<file path="config.mk">
export PLATFORM = sky130hd
export DESIGN_NAME = multicycle_ctrl
export DESIGN_NICKNAME = d
export VERILOG_FILES = /design/src/rtl/risc_ctrl_pkg.sv /design/src/rtl/ctrl_decode.sv /design/src/rtl/multicycle_ctrl.sv
export SDC_FILE = /design/constraint.sdc
export NUM_CORES = 1
export LEC_CHECK = 0
export CAP_MARGIN = 20
export CORE_MARGIN = 1.5
export CORE_UTILIZATION = 38
export DETAILED_ROUTE_END_ITERATION = 8
export MAX_ROUTING_LAYER = met4
export PLACE_DENSITY = 0.83
export SLEW_MARGIN = 5
export SYNTH_ARGS = -nofsm -noshare
export SYNTH_HDL_FRONTEND = slang
export SYNTH_SLANG_ARGS = --single-unit
</file>
<file path="constraint.sdc">
create_clock -name clk -period 2.3 [get_ports clk]
set_input_delay 0.46 -clock clk [delete_from_list [all_inputs] [get_ports clk]]
set_output_delay 0.46 -clock clk [all_outputs]
set_load 0.01 [all_outputs]
</file>
<file path="src/rtl/risc_ctrl_pkg.sv">
// Shared encodings for the multi-cycle RISC controller: states, mux selects,
// IR type/opcode constants and the decoded instruction class.
package risc_ctrl_pkg;

  typedef enum logic [2:0] {
    S_IDLE   = 3'd0,
    S_FETCH  = 3'd1,
    S_DECODE = 3'd2,
    S_EXEC   = 3'd3,
    S_MEM    = 3'd4,
    S_WB     = 3'd5
  } state_t;

  localparam logic [1:0] PC_PLUS1  = 2'd0;
  localparam logic [1:0] PC_JUMP   = 2'd1;
  localparam logic [1:0] PC_BRANCH = 2'd2;

  localparam logic [1:0] WB_ALU = 2'd0;
  localparam logic [1:0] WB_MDR = 2'd1;
  localparam logic [1:0] WB_PC  = 2'd2;

  localparam logic [1:0] TYPE_R = 2'b00;
  localparam logic [1:0] TYPE_J = 2'b01;
  localparam logic [1:0] TYPE_I = 2'b10;
  localparam logic [1:0] TYPE_S = 2'b11;

  localparam logic [4:0] OP_AND  = 5'd0;
  localparam logic [4:0] OP_ADD  = 5'd1;
  localparam logic [4:0] OP_SUB  = 5'd2;
  localparam logic [4:0] OP_CMP  = 5'd3;
  localparam logic [4:0] OP_J    = 5'd0;
  localparam logic [4:0] OP_JAL  = 5'd1;
  localparam logic [4:0] OP_ANDI = 5'd0;
  localparam logic [4:0] OP_ADDI = 5'd1;
  localparam logic [4:0] OP_LW   = 5'd2;
  localparam logic [4:0] OP_SW   = 5'd3;
  localparam logic [4:0] OP_BEQ  = 5'd4;
  localparam logic [4:0] OP_SLL  = 5'd0;
  localparam logic [4:0] OP_SLR  = 5'd1;
  localparam logic [4:0] OP_SLLV = 5'd2;
  localparam logic [4:0] OP_SLRV = 5'd3;

  typedef enum logic [3:0] {
    C_ALU_REG   = 4'd0,
    C_ALU_IMM   = 4'd1,
    C_SHIFT_IMM = 4'd2,
    C_SHIFT_REG = 4'd3,
    C_LOAD      = 4'd4,
    C_STORE     = 4'd5,
    C_BRANCH    = 4'd6,
    C_JUMP      = 4'd7,
    C_JAL       = 4'd8,
    C_ILLEGAL   = 4'd9
  } iclass_t;

  // Classes whose ALU B operand comes from the immediate/shamt latch.
  function automatic logic uses_imm(iclass_t c);
    return (c == C_ALU_IMM) || (c == C_SHIFT_IMM) || (c == C_LOAD) || (c == C_STORE);
  endfunction

endpackage

</file>
<file path="src/rtl/ctrl_decode.sv">
// Combinational IR type/opcode to instruction-class decode.
module ctrl_decode
  import risc_ctrl_pkg::*;
(
  input  logic [1:0] instr_type,
  input  logic [4:0] instr_op,
  output iclass_t    iclass
);

  always_comb begin
    iclass = C_ILLEGAL;
    case (instr_type)
      TYPE_R: if (instr_op <= OP_CMP) iclass = C_ALU_REG;
      TYPE_J: begin
        if (instr_op == OP_J)        iclass = C_JUMP;
        else if (instr_op == OP_JAL) iclass = C_JAL;
      end
      TYPE_I: begin
        case (instr_op)
          OP_ANDI, OP_ADDI: iclass = C_ALU_IMM;
          OP_LW:            iclass = C_LOAD;
          OP_SW:            iclass = C_STORE;
          OP_BEQ:           iclass = C_BRANCH;
          default:          iclass = C_ILLEGAL;
        endcase
      end
      TYPE_S: begin
        case (instr_op)
          OP_SLL, OP_SLR:   iclass = C_SHIFT_IMM;
          OP_SLLV, OP_SLRV: iclass = C_SHIFT_REG;
          default:          iclass = C_ILLEGAL;
        endcase
      end
    endcase
  end

endmodule

</file>
<file path="src/rtl/multicycle_ctrl.sv">
// Multi-cycle main controller: FETCH/DECODE/EXEC/MEM/WB sequencing with
// memory ready handshakes and datapath enable/select generation.
module multicycle_ctrl
  import risc_ctrl_pkg::*;
(
  input  logic       clk,
  input  logic       rst_n,
  input  logic       run,
  input  logic [1:0] instr_type,
  input  logic [4:0] instr_op,
  input  logic       alu_zero,
  input  logic       imem_ready,
  input  logic       dmem_ready,
  output logic       imem_req,
  output logic       ir_we,
  output logic       ab_we,
  output logic       alu_src_b,
  output logic       alu_out_we,
  output logic       pc_we,
  output logic [1:0] pc_src,
  output logic       dmem_req,
  output logic       dmem_we,
  output logic       mdr_we,
  output logic       reg_we,
  output logic [1:0] wb_sel,
  output logic       retire,
  output logic       illegal,
  output logic [2:0] state
);

  state_t  state_q, state_d, boundary;
  iclass_t iclass;

  ctrl_decode u_decode (
    .instr_type (instr_type),
    .instr_op   (instr_op),
    .iclass     (iclass)
  );

  always_ff @(posedge clk or negedge rst_n) begin
    if (!rst_n) state_q <= S_IDLE;
    else        state_q <= state_d;
  end

  assign state    = state_q;
  assign boundary = run ? S_FETCH : S_IDLE;

  always_comb begin
    state_d    = state_q;
    imem_req   = 1'b0;
    ir_we      = 1'b0;
    ab_we      = 1'b0;
    alu_src_b  = 1'b0;
    alu_out_we = 1'b0;
    pc_we      = 1'b0;
    pc_src     = PC_PLUS1;
    dmem_req   = 1'b0;
    dmem_we    = 1'b0;
    mdr_we     = 1'b0;
    reg_we     = 1'b0;
    wb_sel     = WB_ALU;
    retire     = 1'b0;
    illegal    = 1'b0;
    case (state_q)
      S_IDLE: if (run) state_d = S_FETCH;
      S_FETCH: begin
        imem_req = 1'b1;
        if (imem_ready) begin
          ir_we   = 1'b1;
          pc_we   = 1'b1;
          pc_src  = PC_PLUS1;
          state_d = S_DECODE;
        end
      end
      S_DECODE: begin
        ab_we = 1'b1;
        case (iclass)
          C_ILLEGAL: begin
            illegal = 1'b1;
            retire  = 1'b1;
            state_d = boundary;
          end
          C_JUMP, C_JAL: begin
            pc_we   = 1'b1;
            pc_src  = PC_JUMP;
            retire  = 1'b1;
            state_d = boundary;
            // PC already holds PC+1 from FETCH, so the link value is ready.
            if (iclass == C_JAL) begin
              reg_we = 1'b1;
              wb_sel = WB_PC;
            end
          end
          default: state_d = S_EXEC;
        endcase
      end
      S_EXEC: begin
        alu_out_we = 1'b1;
        alu_src_b  = uses_imm(iclass);
        case (iclass)
          C_BRANCH: begin
            pc_we   = alu_zero;
            pc_src  = PC_BRANCH;
            retire  = 1'b1;
            state_d = boundary;
          end
          C_LOAD, C_STORE: state_d = S_MEM;
          default:         state_d = S_WB;
        endcase
      end
      S_MEM: begin
        dmem_req = 1'b1;
        dmem_we  = (iclass == C_STORE);
        if (dmem_ready) begin
          if (iclass == C_STORE) begin
            retire  = 1'b1;
            state_d = boundary;
          end else begin
            mdr_we  = 1'b1;
            state_d = S_WB;
          end
        end
      end
      S_WB: begin
        reg_we  = 1'b1;
        wb_sel  = (iclass == C_LOAD) ? WB_MDR : WB_ALU;
        retire  = 1'b1;
        state_d = boundary;
      end
      default: state_d = S_IDLE;
    endcase
  end

endmodule

</file>
==> summary.txt, run 1 <==
Status
  • Status: finished clean

STA
  • Setup TNS: 0 ns
  • Final worst path period need: 2.25 ns
  • Max_slew headroom: 74.4%
  • RSZ-0062 raised after global routing: false
  • Fmax: 445 MHz
  • Final Hold Vio Count: 0
  • Final slew viol count: 0
  • WHS: just under 0.4 ns
  • Final setup fails: 0
  • Setup WS post-layout: 0.0527 ns
  • Least-Margin Pin Slew: between 0.3 and 0.4 ns
  • Clk_skew: 0.0170 ns
  • Tcrit/Tclk final: 97.7%

Worst setup path
  • Critical path endpoint category: output pin
  • Critical Path Start: instr_type[1]
  • Max FO, Critical Path: 4
  • Critical R2R Launch: state[0]
  • R2R cell count: 6
  • Startpoint type of the worst setup path: primary input
  • WP data required: 1.84 ns
  • CP arrival: 1.79 ns
  • Setup Crit Path Kind: primary input to output pin

Logic synthesis
  • Mean Syn Cell Area: 7.01 um2
  • Synth unique cells: 38
  • Asr flop ratio synth: 100%
  • Synth Register Bits: 3
  • Most used DFF post-synth: dfrtp_1
  • Count leader, synth: nand2_1
  • Post-synthesis sequential area ratio: ~15%
  • YS warnings: 0
  • Syn nets: 86
  • Top post-synthesis cells by count: nand2_1, nor2_1, nor3_1
  • Biggest area consumer among synthesized cells: dfrtp_1
  • Number of enable flip-flop cells after synthesis: 0
  • Synth top area share: 14.7%
  • Mapped Cells: 73
  • Synthesized area: 512 um2
  • Top post-synthesis cells by area: dfrtp_1, nor3b_4, nor3_1

Detailed routing
  • M1 wire length: 1030 um
  • Wirelength, routed: around 2500 um
  • Uppermost routed layer: met4
  • Via count: ~840
  • DRC viols: 0
  • Via density per instance: roughly 5.7
  • Routed Antenna Nets: 0
  • Wire length per cell: 16.6 um
  • Starting DRT DRC Count: 35
  • Metal2 WL: 1240 um
  • DR pass1 iterations: 4
  • DR WL met3: 150 um

Clock network
  • Worst-path clk slew: 0.05 ns
  • CTS Buf Count: 3
  • Worst skew pair latency: ~0.25 ns
  • H-tree depth: 1
  • Root buffer cell: clkbuf_4
  • Cts hold-fix bufs: 0
  • CTS tree: done
  • Sink Count: 3
  • CTS Buffer Depth: 2

Global routing
  • Total gr overflow: 0
  • Vias in the first global route: roughly 740
  • Antenna violations before repair: 0
  • Gr usage total: 34.2%
  • Global-route wire length before repair: 3470 um
  • Largest net degree at the start of global routing: 8

Floorplanning
  • Die area: between 1500 and 2000 um2
  • Die Width: 39.7 um
  • Initial Util: between 30% and 40%
  • Site Rows: 13
  • Core Footprint: approximately 1300 um2
  • Die Ht: 39.7 um
  • Num ports: 32

Cells and area
  • Layout cells sized above 1: 45.1%
  • Final std cells w/o fill: 148
  • Fin nets: between 100 and 150
  • Final Core Density: roughly 87%
  • ANT cells: 0
  • Max reg flops: 3
  • Area delta synth->final: 119%

Power and ir drop
  • Leakage Power: 0.556 nW
  • Worst vdd ir: 0.975 mV
  • Pwr Density: 707 nW/um2

Placement
  • Global placer's final weighted congestion: about 0.87
  • DP Cell Count: between 100 and 150
  • Port Buffers: 31
  • DPL Wire Length: around 1600 um
  • Dpl ws: -0.579 ns

Job
  • Max_cap viols: 0

Min path
  • Worst hold path class: primary input to async pin
cell usage in the layout (no fill, tap or decap), types with 2 or more instances in the layout:
cell | synthesis | routed
buf_4 | 1 | 27
clkdlybuf4s50_1 | 0 | 13
nand2_1 | 7 | 7
dlygate4sd2_1 | 0 | 7
inv_1 | 5 | 5
clkbuf_2 | 0 | 4
nor3_1 | 6 | 3
a21oi_1 | 3 | 3
nor2_1 | 6 | 3
o21ai_0 | 4 | 3
clkbuf_4 | 0 | 3
clkdlybuf4s15_1 | 0 | 3
buf_2 | 2 | 3
dfrtp_2 | 0 | 3
nor3b_4 | 2 | 2
nor3_2 | 0 | 2
nor2_4 | 0 | 2
nand4_1 | 2 | 2
and3_1 | 2 | 2
nand3_1 | 2 | 2
o31ai_1 | 3 | 2
buf_6 | 0 | 2
critical path, stage by stage:
cell and delay, ns:
clkdlybuf4s15_1 0.22, and2b_2 0.25, buf_4 0.15, a2bb2oi_4 0.15, o31a_1 0.20, o31ai_4 0.08
nor2_1 0.12, buf_2 0.15
power by group:
group / internal (mW) / switching, mW / total (mW)
registers: 0.0782 / 0.0465 / 0.125
clock network: 0.0657 / 0.0383 / 0.104
logic: 0.293 / 0.270 / 0.563
per-layer routing:
metal	track usage, %	vias up
met1	42.8	399
met4	9.48	0
met3	8.52	4
met2	54.1	41
li1	-	393
met5	-	-
kinds of logic (layout without fill, tap and decap cells):
group	Yosys count	after routing	share of synthesized area (%)
mux	1	1	1.96
flops	3	3	14.7
buf+inv	9	69	7.82
compound gates	20	20	27.1
simple gates	40	40	48.4
layout make-up:
cell class	count	area, um2
clock buffer	4	26.3
sequential	3	78.8
timing repair buffer	60	494
multi-input combinational	61	484
tap	15	18.8
inverter	5	18.8
fill	70	164
worst paths after layout:
kind                       endpoint  slack (ns)
max in group asynchronous  state[2]        1.74
max reg2reg                state[0]        1.00
min reg2reg                state[1]        0.68
max                         illegal        0.05
min                        state[1]        0.38
min in group clk           state[1]        0.68
per-stage QoR:
step                instance area, um2  power [mW]
CTS                               1100       0.756
global route                      1120       0.842
finish                            1120       0.792
floorplan                          512       0.355
global placement                  1000       0.611
detailed placement                1000       0.628
timing repair:
action,CTS,global route
gates resized for setup,41,21
buffers inserted,5,0
endpoints found under the hold margin,0,0
endpoints found under the setup margin,12,11
pin swaps,6,5
Note: power is estimated with default switching activity, not from simulation.
==> run 2: changes to the inputs <==
--- a/config.mk
+++ b/config.mk
@@ -6,12 +6,13 @@
 export NUM_CORES = 1
 export LEC_CHECK = 0
 export CAP_MARGIN = 20
-export CORE_MARGIN = 1.5
-export CORE_UTILIZATION = 38
+export CORE_AREA = 2 2 39 41
+export CTS_BUF_LIST = sky130_fd_sc_hd__clkbuf_8
 export DETAILED_ROUTE_END_ITERATION = 8
+export DIE_AREA = 0 0 41 43
 export MAX_ROUTING_LAYER = met4
 export PLACE_DENSITY = 0.83
-export SLEW_MARGIN = 5
+export SLEW_MARGIN = 30
 export SYNTH_ARGS = -nofsm -noshare
 export SYNTH_HDL_FRONTEND = slang
 export SYNTH_SLANG_ARGS = --single-unit
==> run 2 against run 1 <==
Effect of this change:
- combinational power is 8.7% lower
- fmax about the same
- first-iteration DRC count fell by 40%
- total power barely moved
- clock power rose by 47%
==> summary.txt, run 2 (synthesized netlist as in run 1, its figures left out) <==
Cells and area
  • Fill cells: ~100
  • Finished Cell Area: 1070 um2
  • Fin nets: between 100 and 150
  • Seq. cell area: 78.8 um2
  • Max reg flops: 3
  • Multi-input gate area: roughly 440 um2
  • Final std cells w/o fill: 145
  • Layout cells sized above 1: 39.5%
  • Area delta synth->final: 110%
  • Most frequent cells in the layout: buf_4, clkdlybuf4s50_1, dlygate4sd2_1, nand2_1, inv_1
  • ANT cells: 0
  • Commonest non-fill, non-tap cell in the layout: buf_4

Floorplanning
  • Site Rows: 14
  • Num ports: 32
  • Die area: 1760 um2
  • Die Ht: 43 um
  • Initial Util: a little under two fifths
  • Die Width: 41 um
  • Core Footprint: 1380 um2

Power and ir drop
  • Psw: 0.325 mW
  • Leakage Power: 0.520 nW
  • Register share of total power: ~16%
  • Switching share of power: 40.9%
  • Total internal power: 0.468 mW
  • Combinational Power Share: 64.8%
  • Clock group share of total power: 19.3%
  • Pwr Density: 738 nW/um2
  • Worst vdd ir: between 0.6 and 0.7 mV

Worst setup path
  • Setup Crit Path Kind: register to output pin
  • WP data required: ~1.8 ns
  • CP arrival: 1.79 ns
  • Bufs and invs on worst path: 2
  • Slowest stage cell, crit path: clkdlybuf4s50_1
  • Max FO, Critical Path: 9
  • Critical path endpoint category: output pin
  • Worst path max stage delay: 0.52 ns
  • Crit-path cells: or2b_1 > nor2_2 > buf_4 > clkdlybuf4s50_1
  • CP top delay family: buffers and inverters
  • Startpoint type of the worst setup path: register

Detailed routing
  • Starting DRT DRC Count: 21
  • Via density per instance: just under 6
  • Via count: ~840
  • DRC viols: 0
  • Routed Antenna Nets: 0
  • DR pass1 iterations: 4
  • Wire length per cell: 15.3 um
  • Wirelength, routed: 2210 um

STA
  • Clk_skew: 0.000441 ns
  • Least-Margin Pin Slew: 0.357 ns
  • Final Hold Vio Count: 0
  • Setup WS post-layout: around 0.055 ns
  • Final worst path period need: 2.25 ns
  • Max_slew headroom: 76.0%
  • Final setup fails: 0
  • RSZ-0062 raised after global routing: false
  • Tcrit/Tclk final: 97.6%
  • Final slew viol count: 0
  • Fmax: 445 MHz

Global routing
  • Largest net degree at the start of global routing: 10
  • Total gr overflow: 0
  • Gr usage total: around 29%
  • Global-route wire length before repair: 3360 um
  • Antenna violations before repair: 0
  • Vias in the first global route: 752

Placement
  • Port Buffers: 31
  • Global placer's final weighted congestion: 0.955
  • DPL Wire Length: 1640 um
  • Dpl ws: -0.549 ns
  • DP Area: about 1000 um2
  • DP Cell Count: 140

Clock network
  • CTS Buf Count: 3
  • CTS tree: done
  • Worst skew pair latency: 0.22 ns
  • Sink Count: 3
  • H-tree depth: 1
  • CTS Buffer Depth: 2
  • Root buffer cell: clkbuf_8
  • Worst-path clk slew: roughly 0.03 ns

Min path
  • Worst hold path class: primary input to async pin

Job
  • Max_cap viols: 0

Status
  • Status: finished clean
run 2: cell count changes in the layout (fill, tap and decap cells not counted), moves of 2 or more:
cell | before | now
clkbuf_2 | 4 | 2
dlygate4sd2_1 | 7 | 10
buf_4 | 27 | 24
clkbuf_8 | 0 | 3
nor2_2 | 1 | 3
nor2_4 | 2 | 0
clkbuf_4 | 3 | 0
run 2: worst register-to-register path: stages, from the launching register on:
cell	delay, ns
dfrtp_2	0.44
inv_1	0.13
nor3_1	0.23
buf_4	0.16
inv_1	0.03
o32a_1	0.16
o31ai_1	0.07
run 2: power by group through the flow:
stage               Combinational [mW]  Clock (mW)  Sequential, mW
floorplan                        0.248           0           0.107
global placement                 0.499           0           0.117
detailed placement               0.510           0           0.121
CTS                              0.503       0.154           0.122
global route                     0.555       0.157           0.132
finish                           0.514       0.153           0.126
run 2: final timing paths:
kind | startpoint | end | slack [ns] | depth (start not counted)
setup / recovery | state[2] | alu_out_we | 0.05 | 4
max in group asynchronous | rst_n | state[0] | 1.68 | 1
hold / removal | rst_n | state[1] | 0.44 | 1
min in group clk | state[1] | state[0] | 0.79 | 3
setup reg to reg | state[0] | state[0] | 0.98 | 6
hold reg to reg | state[1] | state[0] | 0.79 | 3
run 2: timing repair:
| action | in CTS | in global routing |
|---|---|---|
| endpoints found under the setup margin | 11 | 9 |
| setup buffers | 1 | 0 |
| pin swaps | 6 | 3 |
| gates resized for setup | 37 | 12 |
| hold buffers | 0 | 0 |
run 2: area by class of cell:
type	count	share of cell area [%]
multi-input cells	61	41.0
well taps	16	1.86
clock inverters	1	0.350
clock buffers	3	3.85
inverters	5	1.75
flip-flops and latches	3	7.34
repair buffers	56	43.8
run 2: through the flow:
| step | util [%] | TNS, ns | total power, mW | hold slack [ns] |
|---|---|---|---|---|
| floorplan | - | 0 | 0.355 | 0.164 |
| global placement | 72.3 | -4.59 | 0.616 | 0.649 |
| detailed placement | 72.3 | -5.03 | 0.631 | 0.671 |
| CTS | 77.5 | 0 | 0.778 | 0.443 |
| global route | 77.6 | 0 | 0.844 | 0.449 |
| finish | 77.6 | 0 | 0.793 | 0.439 |
run 2: per-layer routing:
layer / share of wire (%) / track usage, % / up-vias
li1: - / - / 384
met3: 8.9 / 5.76 / 10
met5: 0 / - / -
met4: 3.1 / 12.7 / 0
met1: 40 / 36.8 / 384
met2: 48 / 43.8 / 59
==> run 3: changes to the inputs <==
--- a/config.mk
+++ b/config.mk
@@ -8,10 +8,12 @@
 export CAP_MARGIN = 20
 export CORE_AREA = 2 2 39 41
 export CTS_BUF_LIST = sky130_fd_sc_hd__clkbuf_8
+export CTS_CLUSTER_SIZE = 16
 export DETAILED_ROUTE_END_ITERATION = 8
 export DIE_AREA = 0 0 41 43
 export MAX_ROUTING_LAYER = met4
-export PLACE_DENSITY = 0.83
+export PLACE_DENSITY_LB_ADDON = 0.05
+export SKIP_LAST_GASP = 1
 export SLEW_MARGIN = 30
 export SYNTH_ARGS = -nofsm -noshare
 export SYNTH_HDL_FRONTEND = slang
==> run 3 against run 2 <==
Effect of this change:
- the flow now finishes with violations (negative setup slack)
- combinational power up 15%
- wire length up 22%
- non-clock buffer count up 21
- critical path depth up 6
- total power up 8.4%
- count of clock-buffer cells in the layout unchanged
- utilization up 11 points
- worst hold slack worse by 0.012 ns
- critical path type is now primary input to output pin
- final cell count up 14%
- sequential power down 9%
- clock power about the same
==> summary.txt, run 3 (synthesized netlist as in run 1, its figures left out) <==
Status
  • Status: finished with violations
  • Failing checks: negative setup slack

Clock network
  • Sink Count: 3
  • H-tree depth: 1
  • CTS tree: done
  • Worst-path clk slew: about 0.030 ns
  • CTS Buf Count: 3
  • CTS Buffer Depth: 2
  • Worst skew pair latency: 0.22 ns
  • Root buffer cell: clkbuf_8

Global routing
  • Largest net degree at the start of global routing: 8
  • Gr usage total: 33.1%
  • Antenna violations before repair: 0
  • Vias in the first global route: 860
  • Global-route wire length before repair: 3920 um
  • Total gr overflow: 0

Power and ir drop
  • Leakage Power: 0.623 nW
  • Total chip power: 0.859 mW
  • Pwr Density: ~700 nW/um2
  • Worst vdd ir: 0.326 mV

Floorplanning
  • Site Rows: 14
  • Die Ht: 43 um
  • Num ports: 32
  • Core Footprint: between 1000 and 1500 um2
  • Initial Util: approximately 37%
  • Die Width: 41 um
  • Die area: ~1800 um2

Worst setup path
  • Worst path max stage delay: 0.24 ns
  • Slowest stage cell, crit path: and2b_2
  • Critical path endpoint category: output pin
  • CP top delay family: buffers and inverters
  • Max FO, Critical Path: 4
  • WP data required: 1.84 ns
  • Worst R2R Setup Slack: about 0.90 ns
  • CP arrival: 1.87 ns
  • Bufs and invs on worst path: 5
  • Setup Crit Path Kind: primary input to output pin
  • Startpoint type of the worst setup path: primary input
  • Crit-path cells: buf_6 > and2b_2 > nand4_1 > buf_4 > buf_4 > buf_4 > o21ai_1 > a22oi_1 > nand2_1 > buf_2
  • Crit-path most repeated cell: buf_4

STA
  • Clk_skew: roughly 0.0023 ns
  • Fmax: 428 MHz
  • Final setup fails: 2
  • Setup WS post-layout: -0.0339 ns
  • Final worst path period need: 2.33 ns
  • Tcrit/Tclk final: 101%
  • Final slew viol count: 0
  • Final Hold Vio Count: 0
  • Least-Margin Pin Slew: 0.398 ns
  • Setup TNS: -0.0354 ns
  • Max_slew headroom: about three quarters

Job
  • Max_cap viols: 0

Detailed routing
  • Wirelength, routed: roughly 2700 um
  • Via count: 901
  • DR pass1 iterations: 4
  • Wire length per cell: 16.3 um
  • DRC viols: 0
  • Routed Antenna Nets: 0
  • Via density per instance: 5.43
  • Starting DRT DRC Count: 31

Cells and area
  • Finished Cell Area: 1220 um2
  • Max reg flops: 3
  • ANT cells: 0
  • Commonest non-fill, non-tap cell in the layout: buf_4
  • Multi-input gate area: 450 um2
  • Final Core Density: ~89%
  • Fill cells: 73
  • Area delta synth->final: 139%
  • Seq. cell area: 77.6 um2
  • Most frequent cells in the layout: buf_4, clkdlybuf4s50_1, dlygate4sd2_1, nand2_1
  • Layout cells sized above 1: about half
  • Fin nets: 164

Placement
  • Port Buffers: 31
  • DPL Wire Length: approximately 1500 um
  • DP Area: 1020 um2
  • Global placer's final weighted congestion: 0.816
  • Dpl ws: -0.493 ns

Min path
  • Worst hold path class: primary input to async pin
## run 3: cell count changes in the layout (fill, tap and decap cells not counted), moves of 2 or more
cell,previous run,this run
buf_4,24,46
clkbuf_2,2,6
clkdlybuf4s15_1,3,0
a21oi_1,3,1
a21oi_2,0,2
dlygate4sd2_1,10,8
## run 3: final cells by class
type	instances	share of cell area (%)
clock buffer	3	3.37
sequential	3	6.33
clock inverter	1	0.306
inverter	5	1.53
tap	16	1.63
multi-input combinational	61	36.8
timing repair buffer	77	50.1
## run 3: worst register-to-register path, stage by stage, from the launching register on
cell,delay [ns]
dfrtp_2,0.44
or2b_1,0.26
buf_4,0.15
o32a_1,0.38
o31ai_2,0.08
## run 3: worst paths after layout
kind / to / startpoint / cells after the start
setup / recovery: retire / instr_type[0] / 10
hold reg to reg: state[2] / state[1] / 4
max in group asynchronous: state[1] / rst_n / 1
setup reg to reg: state[0] / state[2] / 4
hold / removal: state[0] / rst_n / 1
min in group clk: state[1] / instr_op[4] / 4
## run 3: metrics by stage
| step | hold slack (ns) | cells |
|---|---|---|
| global route | 0.443 | 166 |
| global placement | 0.648 | 142 |
| detailed placement | 0.658 | 142 |
| floorplan | 0.164 | 73 |
| CTS | 0.430 | 162 |
| finish | 0.427 | 166 |
## run 3: per-layer routing
metal  part of all wire [%]  GRT usage, %  up-vias
met5                      0             -        -
met4                    1.8          12.0        0
met3                    6.2         0.524        9
met2                     52          53.8       44
met1                     40          41.9      423
li1                       -             -      425
## run 3: power by group
group	total (mW)	internal, mW	switching [mW]
combinational	0.590	0.312	0.277
clock	0.154	0.114	0.0400
sequential	0.115	0.0764	0.0390
total	0.859	0.503	0.356
## run 3: repair_timing
item,in CTS,in global routing
buffers inserted,16,5
hold buffers,0,0
resized for setup,37,20
setup endpoints to repair,11,11
pin swaps,7,5
